--- src/rtl/int_ctrl_if.sv ---
// ---------------------------------------------------------------------------
// int_ctrl_if
// CPU IO bus bundle used to reach the interrupt controller's registers.
//
// Signals
//   io_rd     CPU read strobe, one cycle wide
//   io_wr     CPU write strobe, one cycle wide
//   io_addr   16-bit IO address; bits 12..8 are one-hot register selects
//   io_wdata  16-bit write data
//   io_rdata  16-bit read data, combinational from the slave
//
// Modports
//   master    the CPU side (drives strobes, address and write data)
//   slave     the interrupt controller (returns read data)
// ---------------------------------------------------------------------------
interface int_ctrl_if;
  logic        io_rd;
  logic        io_wr;
  logic [15:0] io_addr;
  logic [15:0] io_wdata;
  logic [15:0] io_rdata;

  modport master (
    output io_rd,
    output io_wr,
    output io_addr,
    output io_wdata,
    input  io_rdata
  );

  modport slave (
    input  io_rd,
    input  io_wr,
    input  io_addr,
    input  io_wdata,
    output io_rdata
  );
endinterface

--- src/rtl/int_ctrl.sv ---
// ---------------------------------------------------------------------------
// int_ctrl
// Eight-source interrupt controller: seven edge-triggered external lines plus
// a down-counting Timer1. Events latch into a sticky PEND register
// (write-1-to-clear), are gated by MASK and presented to the CPU as int_rqst.
//
// Ports
//   clk       system clock, all state updates on its rising edge
//   resetq    asynchronous active-low reset
//   bus       CPU IO bus (int_ctrl_if.slave)
//   ext_irq   7 asynchronous external interrupt lines (bit n -> INT_n)
//   int_rqst  8-bit request vector; bit 7 = Timer1, bits 6..0 = ext lines
//
// Register map (address bits are one-hot selects; several may be set at once)
//   io_addr[8]   PEND    8 bits, sticky, write-1-to-clear
//   io_addr[9]   MASK    8 bits, read/write
//   io_addr[10]  RELOAD  16 bits, read/write
//   io_addr[11]  COUNT   16 bits, read/write
//   io_addr[12]  TCTRL   bit 0 = timer enable, bits 15..1 read as 0
// ---------------------------------------------------------------------------
module int_ctrl (
  input  logic             clk,
  input  logic             resetq,
  int_ctrl_if.slave        bus,
  input  logic [6:0]       ext_irq,
  output logic [7:0]       int_rqst
);

  logic [7:0]  r_pend;
  logic [7:0]  r_mask;
  logic [15:0] r_reload;
  logic [15:0] r_count;
  logic        r_tctrl;

  logic [6:0]  r_sync1;
  logic [6:0]  r_sync2;
  logic [6:0]  r_hist;

  logic        w_selPend;
  logic        w_selMask;
  logic        w_selReload;
  logic        w_selCount;
  logic        w_selTctrl;

  logic        w_wrPend;
  logic        w_wrMask;
  logic        w_wrReload;
  logic        w_wrCount;
  logic        w_wrTctrl;

  logic [6:0]  w_extEdge;
  logic        w_timerEvent;
  logic [7:0]  w_pendSet;
  logic [7:0]  w_pendClr;

  // Reads are ungated by io_rd and only a handful of address bits decode,
  // so these inputs are intentionally left unused.
  logic        w_unused;
  assign w_unused = &{1'b0, bus.io_rd, bus.io_addr[15:13], bus.io_addr[7:0],
                      bus.io_wdata[15:8] & {8{1'b0}}};

  assign w_selPend   = bus.io_addr[8];
  assign w_selMask   = bus.io_addr[9];
  assign w_selReload = bus.io_addr[10];
  assign w_selCount  = bus.io_addr[11];
  assign w_selTctrl  = bus.io_addr[12];

  assign w_wrPend    = bus.io_wr & w_selPend;
  assign w_wrMask    = bus.io_wr & w_selMask;
  assign w_wrReload  = bus.io_wr & w_selReload;
  assign w_wrCount   = bus.io_wr & w_selCount;
  assign w_wrTctrl   = bus.io_wr & w_selTctrl;

  // Rising edge only: synchronised level is high but was low last cycle.
  assign w_extEdge = r_sync2 & ~r_hist;

  // A CPU write to COUNT suppresses the wrap event in that cycle.
  assign w_timerEvent = r_tctrl & (r_count == 16'd0) & ~w_wrCount;

  assign w_pendSet = {w_timerEvent, w_extEdge};
  assign w_pendClr = w_wrPend ? bus.io_wdata[7:0] : 8'h00;

  // Read mux: OR of every selected register, zero when nothing is selected.
  always_comb begin
    bus.io_rdata = 16'h0000;
    if (w_selPend)   bus.io_rdata = bus.io_rdata | {8'h00, r_pend};
    if (w_selMask)   bus.io_rdata = bus.io_rdata | {8'h00, r_mask};
    if (w_selReload) bus.io_rdata = bus.io_rdata | r_reload;
    if (w_selCount)  bus.io_rdata = bus.io_rdata | r_count;
    if (w_selTctrl)  bus.io_rdata = bus.io_rdata | {15'h0000, r_tctrl};
  end

  // Two-flop synchroniser plus a history flop per external line. History
  // resets to 0, so a line already high when reset lifts gives one event.
  always_ff @(posedge clk or negedge resetq) begin
    if (!resetq) begin
      r_sync1 <= '0;
      r_sync2 <= '0;
      r_hist  <= '0;
    end else begin
      r_sync1 <= ext_irq;
      r_sync2 <= r_sync1;
      r_hist  <= r_sync2;
    end
  end

  // Sticky pending bits; set is OR-ed in after the clear so a same-cycle
  // event beats a write-1-to-clear.
  always_ff @(posedge clk or negedge resetq) begin
    if (!resetq) begin
      r_pend <= '0;
    end else begin
      r_pend <= (r_pend & ~w_pendClr) | w_pendSet;
    end
  end

  always_ff @(posedge clk or negedge resetq) begin
    if (!resetq) begin
      r_mask   <= '0;
      r_reload <= '0;
      r_tctrl  <= 1'b0;
    end else begin
      if (w_wrMask)   r_mask   <= bus.io_wdata[7:0];
      if (w_wrReload) r_reload <= bus.io_wdata;
      if (w_wrTctrl)  r_tctrl  <= bus.io_wdata[0];
    end
  end

  // Timer1: a CPU write wins, otherwise count down and reload on zero.
  // RELOAD is only sampled at the wrap, so writing it mid-count is deferred.
  always_ff @(posedge clk or negedge resetq) begin
    if (!resetq) begin
      r_count <= '0;
    end else if (w_wrCount) begin
      r_count <= bus.io_wdata;
    end else if (r_tctrl) begin
      if (r_count == 16'd0) r_count <= r_reload;
      else                  r_count <= r_count - 16'd1;
    end
  end

  // Both operands are registers, so no io_* input reaches int_rqst.
  assign int_rqst = r_pend & r_mask;

endmodule

--- src/flat_wrapper.sv ---
// flat-port wrapper written by rule: the top's interface ports become plain ports
module int_ctrl_flat 
  (clk, resetq, ext_irq, int_rqst, bus_io_rd, bus_io_wr, bus_io_addr, bus_io_wdata, bus_io_rdata);
  int_ctrl_if bus_i ();
  input  logic clk;
  input  logic resetq;
  input  logic [6:0] ext_irq;
  output logic [7:0] int_rqst;
  input wire logic [$bits(bus_i.io_rd)-1:0] bus_io_rd;
  input wire logic [$bits(bus_i.io_wr)-1:0] bus_io_wr;
  input wire logic [$bits(bus_i.io_addr)-1:0] bus_io_addr;
  input wire logic [$bits(bus_i.io_wdata)-1:0] bus_io_wdata;
  output wire logic [$bits(bus_i.io_rdata)-1:0] bus_io_rdata;
  assign bus_i.io_rd = bus_io_rd;
  assign bus_i.io_wr = bus_io_wr;
  assign bus_i.io_addr = bus_io_addr;
  assign bus_i.io_wdata = bus_io_wdata;
  assign bus_io_rdata = bus_i.io_rdata;
  int_ctrl u_core (.clk(clk), .resetq(resetq), .bus(bus_i), .ext_irq(ext_irq), .int_rqst(int_rqst));
endmodule
--- config.mk ---
export PLATFORM = sky130hd
export DESIGN_NAME = int_ctrl_flat
export DESIGN_NICKNAME = d
export VERILOG_FILES = /design/src/rtl/int_ctrl_if.sv /design/src/rtl/int_ctrl.sv /design/src/flat_wrapper.sv
export SDC_FILE = /design/constraint.sdc
export NUM_CORES = 1
export LEC_CHECK = 0
export CORE_MARGIN = 2
export CORE_UTILIZATION = 50
export CTS_CLUSTER_SIZE = 40
export DETAILED_ROUTE_END_ITERATION = 12
export GPL_TIMING_DRIVEN = 0
export PLACE_DENSITY_LB_ADDON = 0.1
export SLEW_MARGIN = 25
export SYNTH_ARGS = -nofsm -noshare
export SYNTH_HDL_FRONTEND = slang
export SYNTH_SLANG_ARGS = --single-unit
--- constraint.sdc ---
create_clock -name clk -period 2.4 [get_ports clk]
set_input_delay 0.36 -clock clk [delete_from_list [all_inputs] [get_ports clk]]
set_output_delay 0.36 -clock clk [all_outputs]
set_load 0.01 [all_outputs]
-- Word level (Yosys, flattened, before mapping)
Cells that the tools add are included.
- bitwise gates (word level): 18
- add/subtract/negate cells: 1
- muxes and demuxes: 9
- reduce and logical (&&, ||, !) cells: 2
- operator list (kind ; number):
    16-bit two-way mux ; 7
    16-bit bitwise OR ; 2
    8-bit AND ; 2
    16-bit zero test ; 1
    8-bit two-way mux ; 2
    16-bit by 1-bit bitwise OR with 16-bit output ; 1
    16-bit by 8-bit bitwise OR with 16-bit output ; 1
    16-bit by 1-bit subtractor with 16-bit output, second input constant ; 1
    8-bit NOT ; 1
    8-bit bitwise OR ; 1
    1-bit AND ; 7
    7-bit AND ; 1
    7-bit NOT ; 1
    2-bit nonzero test ; 1
    1-bit NOT ; 1
- register bits after elaboration: 70
- output and inout port bits: 24
- bits of input ports: 43

-- Longest topological paths before layout
Gate-level depths: netlist of run 1.
- word-level depth: 9
- gate-level depth with buffers: 8
- depth with buffers taken out: 7

-- Least setup slack after synthesis of run 1
Ideal clock, no wire load.
- path type: register to register
- start: register u_core.r_count[0]
- end: register u_core.r_count[4]
- arrival time: 1.654 ns
- setup time: 0.126 ns
- clock period less this slack: 1.780 ns
- stages on the path, launching flop included: 8
- data required time: 2.274 ns
- setup slack: 0.620 ns
- path through: dfrtp_1 > inv_1 > ha_1 > nor4b_1 > nand4_2 > nor2_1 > a21oi_1 > a221o_1
- longest elaborated chain between the ends: 4
- ends and longest elaborated chain (what ; RTL line ; RTL):
    start, declared ; int_ctrl.sv:32 ; logic [15:0] r_count;
    start signal, assigned ; int_ctrl.sv:135 ; r_count <= bus.io_wdata;
    start signal, assigned ; int_ctrl.sv:137 ; if (r_count == 16'd0) r_count <= r_reload;
    start signal, assigned ; int_ctrl.sv:138 ; else r_count <= r_count - 16'd1;
    16-bit by 1-bit subtractor with 16-bit output or 16-bit zero test (tied branches) ; int_ctrl.sv:138, int_ctrl.sv:137 ;
    16-bit two-way mux (*) ; int_ctrl.sv:137 ;
    16-bit two-way mux (*) ; int_ctrl.sv:136 ; end else if (r_tctrl) begin
    16-bit two-way mux (*) ; int_ctrl.sv:134 ; end else if (w_wrCount) begin
Mark *: on every way between the ends. The rest lies on a longest branch, timed or not. The select of a mux whose other input is x is not followed.
A chain may end at the register's enable or synchronous reset.

-- Worst setup path in the final report of run 1
- start: input bus_io_addr[11]
- end: output bus_io_rdata[5]
- longest elaborated chain between the ends: 3
- ends and longest elaborated chain (what ; RTL line ; RTL):
    start, declared ; flat_wrapper.sv:11 ; input wire logic [$bits(bus_i.io_addr)-1:0] bus_io_addr;
    16-bit two-way mux (*) ; int_ctrl.sv:89 ; if (w_selCount) bus.io_rdata = bus.io_rdata | r_count;
    16-bit by 1-bit bitwise OR with 16-bit output ; int_ctrl.sv:90 ; if (w_selTctrl) bus.io_rdata = bus.io_rdata | {15'h0000, r_tctrl};
    16-bit two-way mux (*) ; int_ctrl.sv:90 ;
    end, declared ; flat_wrapper.sv:13 ; output wire logic [$bits(bus_i.io_rdata)-1:0] bus_io_rdata;
Mark *: on every way between the ends. The rest lies on a longest branch, timed or not.

==> impl.org, run 1 <==
** Status
- The run finished with clean final reports.

** Route
- Post-route ant nets :: 0
- Total via count after detailed routing :: 2609
- In the final routing, the length of wire on met1 measures 3470 µm.
- Routed wire length on met2 :: 3700 µm
- Drc violations :: 0
- After detailed routing, the total wire length is 7720 µm.
- After detailed routing, the average wire length per cell comes to 17.1 µm.
- Max Used Layer :: met4
- After detailed routing, the met3 layer carries 374 µm of wire.
- The first TritonRoute pass finished after 5 iterations.
- After the first detailed-routing iteration, the DRC count stood at 271.
- After detailed routing, the number of vias per cell comes to 5.77.

** Worst setup path
- The worst register-to-register path begins at u_core.r_count[0].
- Worst Setup Path Type :: in2out
- The worst register-to-register path has a depth of 7.
- Along the worst path, the maximum fanout reaches 10.
- Across all register-to-register paths, the minimum setup slack is 300 ps.
- Setup crit end kind :: primary output
- Source of the critical timing path :: bus_io_addr[11]
- Launching element type of the critical path :: primary input
- Data arrival time of the critical path :: 1930 ps
- At the worst endpoint, the required time is 2040 ps.

** GRT
- The number of global-route vias before repair came to 2639.
- Remaining global-route overflow :: 0
- Total track usage :: 0.227
- Wire length of the first global-routing pass :: 12900 µm
- Initial antenna violation count :: 0
- Maximum number of pins on one net before global-route repair :: 55

** Cells and area
- Core utilization of the finished layout :: 0.651
- Share of layout cells above drive strength 1 :: 0.149
- Design area :: 4160 µm²
- For this run, the post-layout net count is 416.
- Area added between synthesis and finish :: 25.3%
- The number of antenna diodes in the final layout is 0.

** STA
- Time the worst path needs with I/O delays and setup :: 2290 ps
- Setup repair after global routing left no endpoint under its margin.
- Worst slack on hold paths :: 353 ps
- For this run, the top clock speed supported by timing is 436 MHz.
- Final setup skew :: 3.41 ps
- Setup violations remaining at the end of the flow were counted as 0.
- Worst slew margin relative to its limit :: 0.512
- Max-slew violation count :: 0
- The number of hold violations in the final report was 0.
- At the pin with the least slew margin, the transition time is 727 ps.
- Part of the cycle the worst path needs :: 0.955

** Place
- Detailed placement ended at an HPWL of 5320 µm.
- Number of buffer cells added on primary ports :: 50
- GPL Wtd Cong :: 0.856
- Once placement finished, the instance area stood at 3940 µm².

** Floorplan
- Vertical die dimension :: 85.5 µm
- DIE AREA :: 7300 µm²
- The die is 85.5 µm wide.
- Initial cell density of the core :: 0.519
- Core Footprint :: 6390 µm²
- Boundary Pins :: 67
- The floorplan has 29 rows.

** Clocking
- Level count of the clock H-tree :: 3
- After clock tree synthesis, the clock-pin slew on the worst setup and hold paths is 70 ps.
- Clock latency on the worst-skew pair :: 340 ps
- Num Clock Sinks :: 70
- Deepest clock path buffer count :: 2
- TritonCTS clock tree :: yes
- Counting the buffers created by CTS gives 9.
- CTS Root Buffer Type :: sky130_fd_sc_hd__clkbuf_8

** Yosys
- The number of nets handed over by synthesis was 352.
- In this run, synthesis inferred 0 flip-flops with an integrated enable.
- The cell count after synthesis came out at 307.
- Top area cells in the synthesized netlist :: sky130_fd_sc_hd__dfrtp_1 (53%), sky130_fd_sc_hd__mux2_2 (8.5%), sky130_fd_sc_hd__o21ai_0 (4.1%), sky130_fd_sc_hd__nand2_1 (4.0%), sky130_fd_sc_hd__a22oi_1 (3.4%)
- The share of synthesized area in the top cell type comes to 0.528.
- Fraction of synthesis flops using an asynchronous set or reset pin :: 1.00
- Sequential element share of the synthesized area :: 0.528
- Number of warnings printed during yosys synthesis :: 0
- sky130_fd_sc_hd__dfrtp_1 takes more of the synthesized area than any other cell.
- Mapped Avg Cell Area :: 10.8 µm²
- Area of the mapped netlist :: 3320 µm²
- Distinct cell type count of the synthesized netlist :: 41
- Among all flip-flop cells after synthesis, the most frequent one is sky130_fd_sc_hd__dfrtp_1.
- After synthesis the netlist holds a flip-flop and latch count of 70.

** Worst hold path
- The worst hold path begins at u_core.r_sync1[4].
- The min-delay analysis places its worst path in the category reg2reg.
- Worst Hold Path Cells :: 0

** Flow run
- The tool flagged a number of max-cap violations equal to 0.

** Pwr
- Worst supply voltage drop on vdd :: 0.478 mV
- Power density over the cells :: 809 nW/µm²
- Static power due to leakage :: 1.78 nW
worst paths after layout:
| kind | end |
|---|---|
| setup / recovery | bus_io_rdata[5] |
| hold / removal | u_core.r_sync2[4] |
| setup reg to reg | u_core.r_count[0] |
| hold reg to reg | u_core.r_sync2[4] |
| max in group asynchronous | u_core.r_tctrl |
| min in group asynchronous | u_core.r_count[9] |
synth_stat cells, types with 7 or more instances:
cell type,number
sky130_fd_sc_hd__nand2_1,35
sky130_fd_sc_hd__a22o_1,7
sky130_fd_sc_hd__a22oi_1,15
sky130_fd_sc_hd__dfrtp_1,70
sky130_fd_sc_hd__o21ai_0,27
sky130_fd_sc_hd__nor3b_1,11
sky130_fd_sc_hd__clkbuf_1,15
sky130_fd_sc_hd__a21oi_1,14
sky130_fd_sc_hd__mux2_2,25
sky130_fd_sc_hd__and2_1,11
sky130_fd_sc_hd__inv_1,10
sky130_fd_sc_hd__nor2_1,9
critical path, cell delays in order:
cell and delay, ps:
sky130_fd_sc_hd__buf_2 200, sky130_fd_sc_hd__clkbuf_1 500, sky130_fd_sc_hd__a22oi_1 190, sky130_fd_sc_hd__nand2_1 130, sky130_fd_sc_hd__clkdlybuf4s50_1 550
stage by stage:
step / worst slack (ps) / setup TNS [ps] / power [W] / instances
after CTS: 37.8 / 0 / 0.00337 / 450
final: 109 / 0 / 0.00336 / 452
after global routing: 45.7 / 0 / 0.00355 / 452
after global placement: -1380 / -96300 / 0.00242 / 434
after detailed placement: -47.3 / -61.1 / 0.00244 / 435
after floorplan: 620 / 0 / 0.00208 / 307
state kept, by name, indices dropped and copies added (netlist names):
name	cells
u_core.r_tctrl	1
u_core.r_reload	16
u_core.r_mask	8
u_core.r_pend	8
u_core.r_sync1	7
u_core.r_sync2	7
u_core.r_hist	7
u_core.r_count	16
final cells by class:
| cell class | count | area [µm²] |
|---|---|---|
| fill | 517 | 2230 |
| multi-input combinational | 209 | 1450 |
| timing repair buffer | 54 | 553 |
| inverter | 10 | 37.5 |
| sequential | 70 | 1750 |
| clock buffer | 9 | 124 |
| tap | 77 | 96.3 |
| clock inverter | 6 | 63.8 |
| buffer | 17 | 78.8 |
power by group:
part / switching, W / leakage [nW] / total, W / internal (W)
combinational: 0.000427 / 0.870 / 0.000903 / 0.000475
clock: 0.000447 / 0.0911 / 0.000919 / 0.000472
sequential: 0.000193 / 0.816 / 0.00154 / 0.00135
total: 0.00107 / 1.78 / 0.00336 / 0.00229
cell usage in the layout, fill, tap and decap left out, drive strengths merged, types with 7 or more instances in the layout:
| cell type | instances |
|---|---|
| dfrtp | 70 |
| clkdlybuf4s50 | 48 |
| nand2 | 35 |
| o21ai | 28 |
| mux2 | 25 |
| clkbuf | 23 |
| a22oi | 15 |
| a21oi | 14 |
| and2 | 11 |
| nor3b | 11 |
| inv | 10 |
| nor2 | 9 |
| a22o | 8 |
| buf | 7 |
logic make-up (layout without fill, tap and decap cells):
| group | count (synthesis) | count (layout) | share of synthesized area |
|---|---|---|---|
| compound gates | 77 | 77 | 0.151 |
| xor+xnor | 11 | 11 | 0.0290 |
| fa+ha+maj | 2 | 2 | 0.00754 |
| buf+inv | 28 | 96 | 0.0347 |
| flops | 70 | 70 | 0.528 |
| mux | 29 | 29 | 0.0969 |
| simple gates | 90 | 90 | 0.153 |
what timing repair did:
| item | in CTS | in global routing |
|---|---|---|
| pin swaps | 0 | 1 |
| gates cloned | 0 | 0 |
| gates resized for setup | 3 | 2 |
| buffers inserted | 0 | 2 |
| endpoints found under the setup margin | 3 | 1 |
| endpoints found under the hold margin | 16 | 0 |
| hold buffers | 1 | 0 |
routing by layer:
metal | GRT usage | vias up
li1 | - | 1225
met1 | 0.302 | 1292
met2 | 0.364 | 78
met3 | 0.0379 | 14
met4 | 0.110 | 0
met5 | 0 | -
No activity file was read; power rests on OpenSTA's default activity.
==> run 2: changes to the inputs <==
Settings changed: HOLD_SLACK_MARGIN set to 0.05, PLACE_DENSITY set to 0.78, PLACE_DENSITY_LB_ADDON 0.1 to unset.
==> run 2 against run 1 <==
Against the previous run: flip-flop and latch count stayed put; fmax is 1.4% lower; routed wire length is 0.32% higher; first-iteration DRC count is 45% lower; power is 0.72% lower; largest cell class unchanged.
==> impl.org, run 2 (synthesized netlist as in run 1, its figures left out) <==
** Flow run
- Number of max-cap violations :: 0 (unchanged)

** GRT
- The number of antenna violations at the first check in global routing is 0 (unchanged).
- Total track usage :: 0.230 (+0.00237)
- The number of global-route vias before repair was 2679 (+1.5%).
- Maximum number of pins on one net before global-route repair :: 44 (-20%)
- Remaining global-route overflow :: 0 (unchanged)
- The wire length of the first global-routing pass was 12900 µm (-0.10%).

** Route
- Drc violations :: 0 (unchanged)
- The per-cell via count in the routed design was 5.86 (+1.5%).
- In this run the top signal layer used is met4.
- Post-route ant nets :: 0 (unchanged)
- The detailed-routed wire length on met2 is 3810 µm (+2.9%).
- The first-pass detailed-route iteration total was 4 (-1).
- Routed Wire Length :: 7750 µm (+0.32%)
- Total via count after detailed routing :: 2642 (+1.3%)
- The post-detailed-route wirelength per cell is 17.2 µm (+0.55%).
- The DRC marker count from the first detailed-route iteration came to 149 (-45%).
- Met3 wire length :: 459 µm (+23%)
- Post-Route M1 WL :: 3330 µm (-4.1%)

** Floorplan
- The core area is 6390 µm² (unchanged).
- The die area came to 7300 µm² (unchanged).
- The number of placement rows came to 29 (unchanged).
- The vertical extent of the die was 85.5 µm (unchanged).
- Initial cell density of the core :: 0.519 (unchanged)
- Boundary Pins :: 67 (unchanged)
- Die W :: 85.5 µm (unchanged)

** STA
- The post-layout worst setup margin is 77.2 ps (-31.7 ps).
- The number of hold violations in the final report came to 0 (unchanged).
- RSZ-0062 raised after global routing :: no
- Worst slew margin relative to its limit :: 0.536 (+0.0243)
- Part of the cycle the worst path needs :: 0.968 (+0.0132)
- The shortest clock period the worst path allows after layout was 2320 ps (+31.7 ps).
- Tightest Pin Transition :: 696 ps (-30.9 ps)
- The maximum clock frequency is 431 MHz (-1.4%).
- Max-slew violation count :: 0 (unchanged)
- Final setup skew :: 6.26 ps (+2.85 ps)
- Setup violations, final :: 0 (unchanged)

** Worst setup path
- Required time at the endpoint of the critical path :: 2040 ps (about the same)
- The signal arrival time at the worst endpoint is 1960 ps (+30 ps).
- Worst Setup Path Type :: reg2out
- Top fanout value on the critical path :: 12 (+2)
- STA classifies the critical path startpoint as a flip-flop.
- Setup crit end kind :: primary output

** Pwr
- Share of power burned in combinational logic :: 0.267 (about the same)
- Sequential Power Share :: 0.461 (+0.003)
- Relative contribution of the clock network to total power :: 0.272 (about the same)
- Sw frac :: 0.330 (+0.0130)
- The internal power component came to 0.00223 W (-2.6%).
- Power density over the cells :: 808 nW/µm² (-0.15%)
- The largest voltage drop on the vdd net is 0.571 mV (+20%).
- Static power due to leakage :: 1.76 nW (-0.76%)
- The switching power summed over all nets came to 0.00110 W (+3.3%).

** Cells and area
- Highest-count cells in the layout ignoring fill and taps :: sky130_fd_sc_hd__dfrtp_1 (69), sky130_fd_sc_hd__clkdlybuf4s50_1 (49), sky130_fd_sc_hd__nand2_1 (35), sky130_fd_sc_hd__o21ai_0 (27), sky130_fd_sc_hd__mux2_2 (25)
- Diodes inserted :: 0 (unchanged)
- The number of nets in the layout was 414 (-0.48%).
- The library cell used most frequently in the layout, excluding fill and tap cells, is sky130_fd_sc_hd__dfrtp_1.
- Area added between synthesis and finish :: 24.6%
- The number of cells in the finished layout apart from fillers is 451 (-0.22%).
- The largest registers in the layout are u_core.r_count (16), u_core.r_reload (16).
- The ratio of cells with drive above 1 in the final layout came to 0.147 (-0.00227).

** Place
- The final weighted congestion in routability-driven placement was 0.851 (-0.58%).
- The number of port buffers was 50 (unchanged).
- The number of instances in the placed design was 435 (unchanged).
- The half-perimeter wire length after placement is 5380 µm (+1.1%).
- Pre-CTS WS :: -45.7 ps (+1.66 ps)

** Clocking
- Deepest clock path buffer count :: 2 (unchanged)
- TritonCTS built the clock tree.
- The worst-skew pair later-pin latency was 360 ps (+20 ps).
- Number of buffers created by CTS :: 9 (unchanged)
- Clock transition at the registers of the reported paths :: 80 ps (about the same)
- The total number of H-tree levels is 3 (unchanged).
- The number of sinks handled by clock tree synthesis came to 70 (unchanged).
- CTS placed an instance of sky130_fd_sc_hd__clkbuf_8 at the clock tree root.

** Status
- The run finished with clean final reports.

** Worst hold path
- The path class of the tightest hold or removal check is reg2reg.
-- run 2: final cells by class --
cell class	instances	area, µm²
Timing Repair Buffer	52	528
Clock buffer	10	138
Buffer	17	78.8
Multi-Input combinational cell	209	1450
Clock inverter	6	51.3
Inverter	10	37.5
Fill cell	507	2250
Sequential cell	70	1750
Tap cell	77	96.3
-- run 2: worst max-delay path: stages (launching register included) --
cell and delay (ps):
sky130_fd_sc_hd__dfrtp_2 500, sky130_fd_sc_hd__clkbuf_4 240, sky130_fd_sc_hd__a222oi_1 290, sky130_fd_sc_hd__nand2_1 90, sky130_fd_sc_hd__clkdlybuf4s50_1 480
-- run 2: through the flow --
stage | instance area (µm²) | total power (W) | TNS (ps) | utilization | hold slack, ps
after global routing | 4130 | 0.00353 | 0 | 0.647 | 366
after floorplan | 3320 | 0.00208 | 0 | - | 64.4
after detailed placement | 3930 | 0.00245 | -59.5 | 0.616 | 302
after global placement | 3910 | 0.00242 | -94510 | 0.613 | 334
final | 4130 | 0.00334 | 0 | 0.647 | 354
after CTS | 4130 | 0.00336 | 0 | 0.647 | 359
-- run 2: power by group through the flow --
stage	combinational [W]	sequential (W)	clock (W)
after global placement	0.000872	0.00154	0
after floorplan	0.000574	0.00150	0
after CTS	0.000895	0.00154	0.000932
after detailed placement	0.000895	0.00155	0
final	0.000892	0.00154	0.000907
after global routing	0.000980	0.00157	0.000988
-- run 2: worst paths after layout --
check                                   from                 to  slack, ps  depth (start not counted)
max                           u_core.r_tctrl    bus_io_rdata[0]         80                          4
min                        u_core.r_sync1[1]  u_core.r_sync2[1]        350                          0
max reg2reg                u_core.r_count[0]  u_core.r_count[0]        300                          7
min reg2reg                u_core.r_sync1[1]  u_core.r_sync2[1]        350                          0
max in group asynchronous             resetq     u_core.r_tctrl       1370                          3
min in group asynchronous             resetq  u_core.r_count[8]        470                          2
-- run 2: metal layers --
metal  global-route usage  vias up
li1                     -     1233
met1                0.297     1311
met2                0.366       81
met3               0.0564       17
met4                0.107        0
met5                    0        -
-- run 2: timing repair --
action | 4_1_cts | 5_1_grt
buffers inserted | 0 | 0
endpoints found under the setup margin | 3 | 0
resized for setup | 4 | 0
hold buffers | 1 | 0
endpoints found under the hold margin | 27 | 0
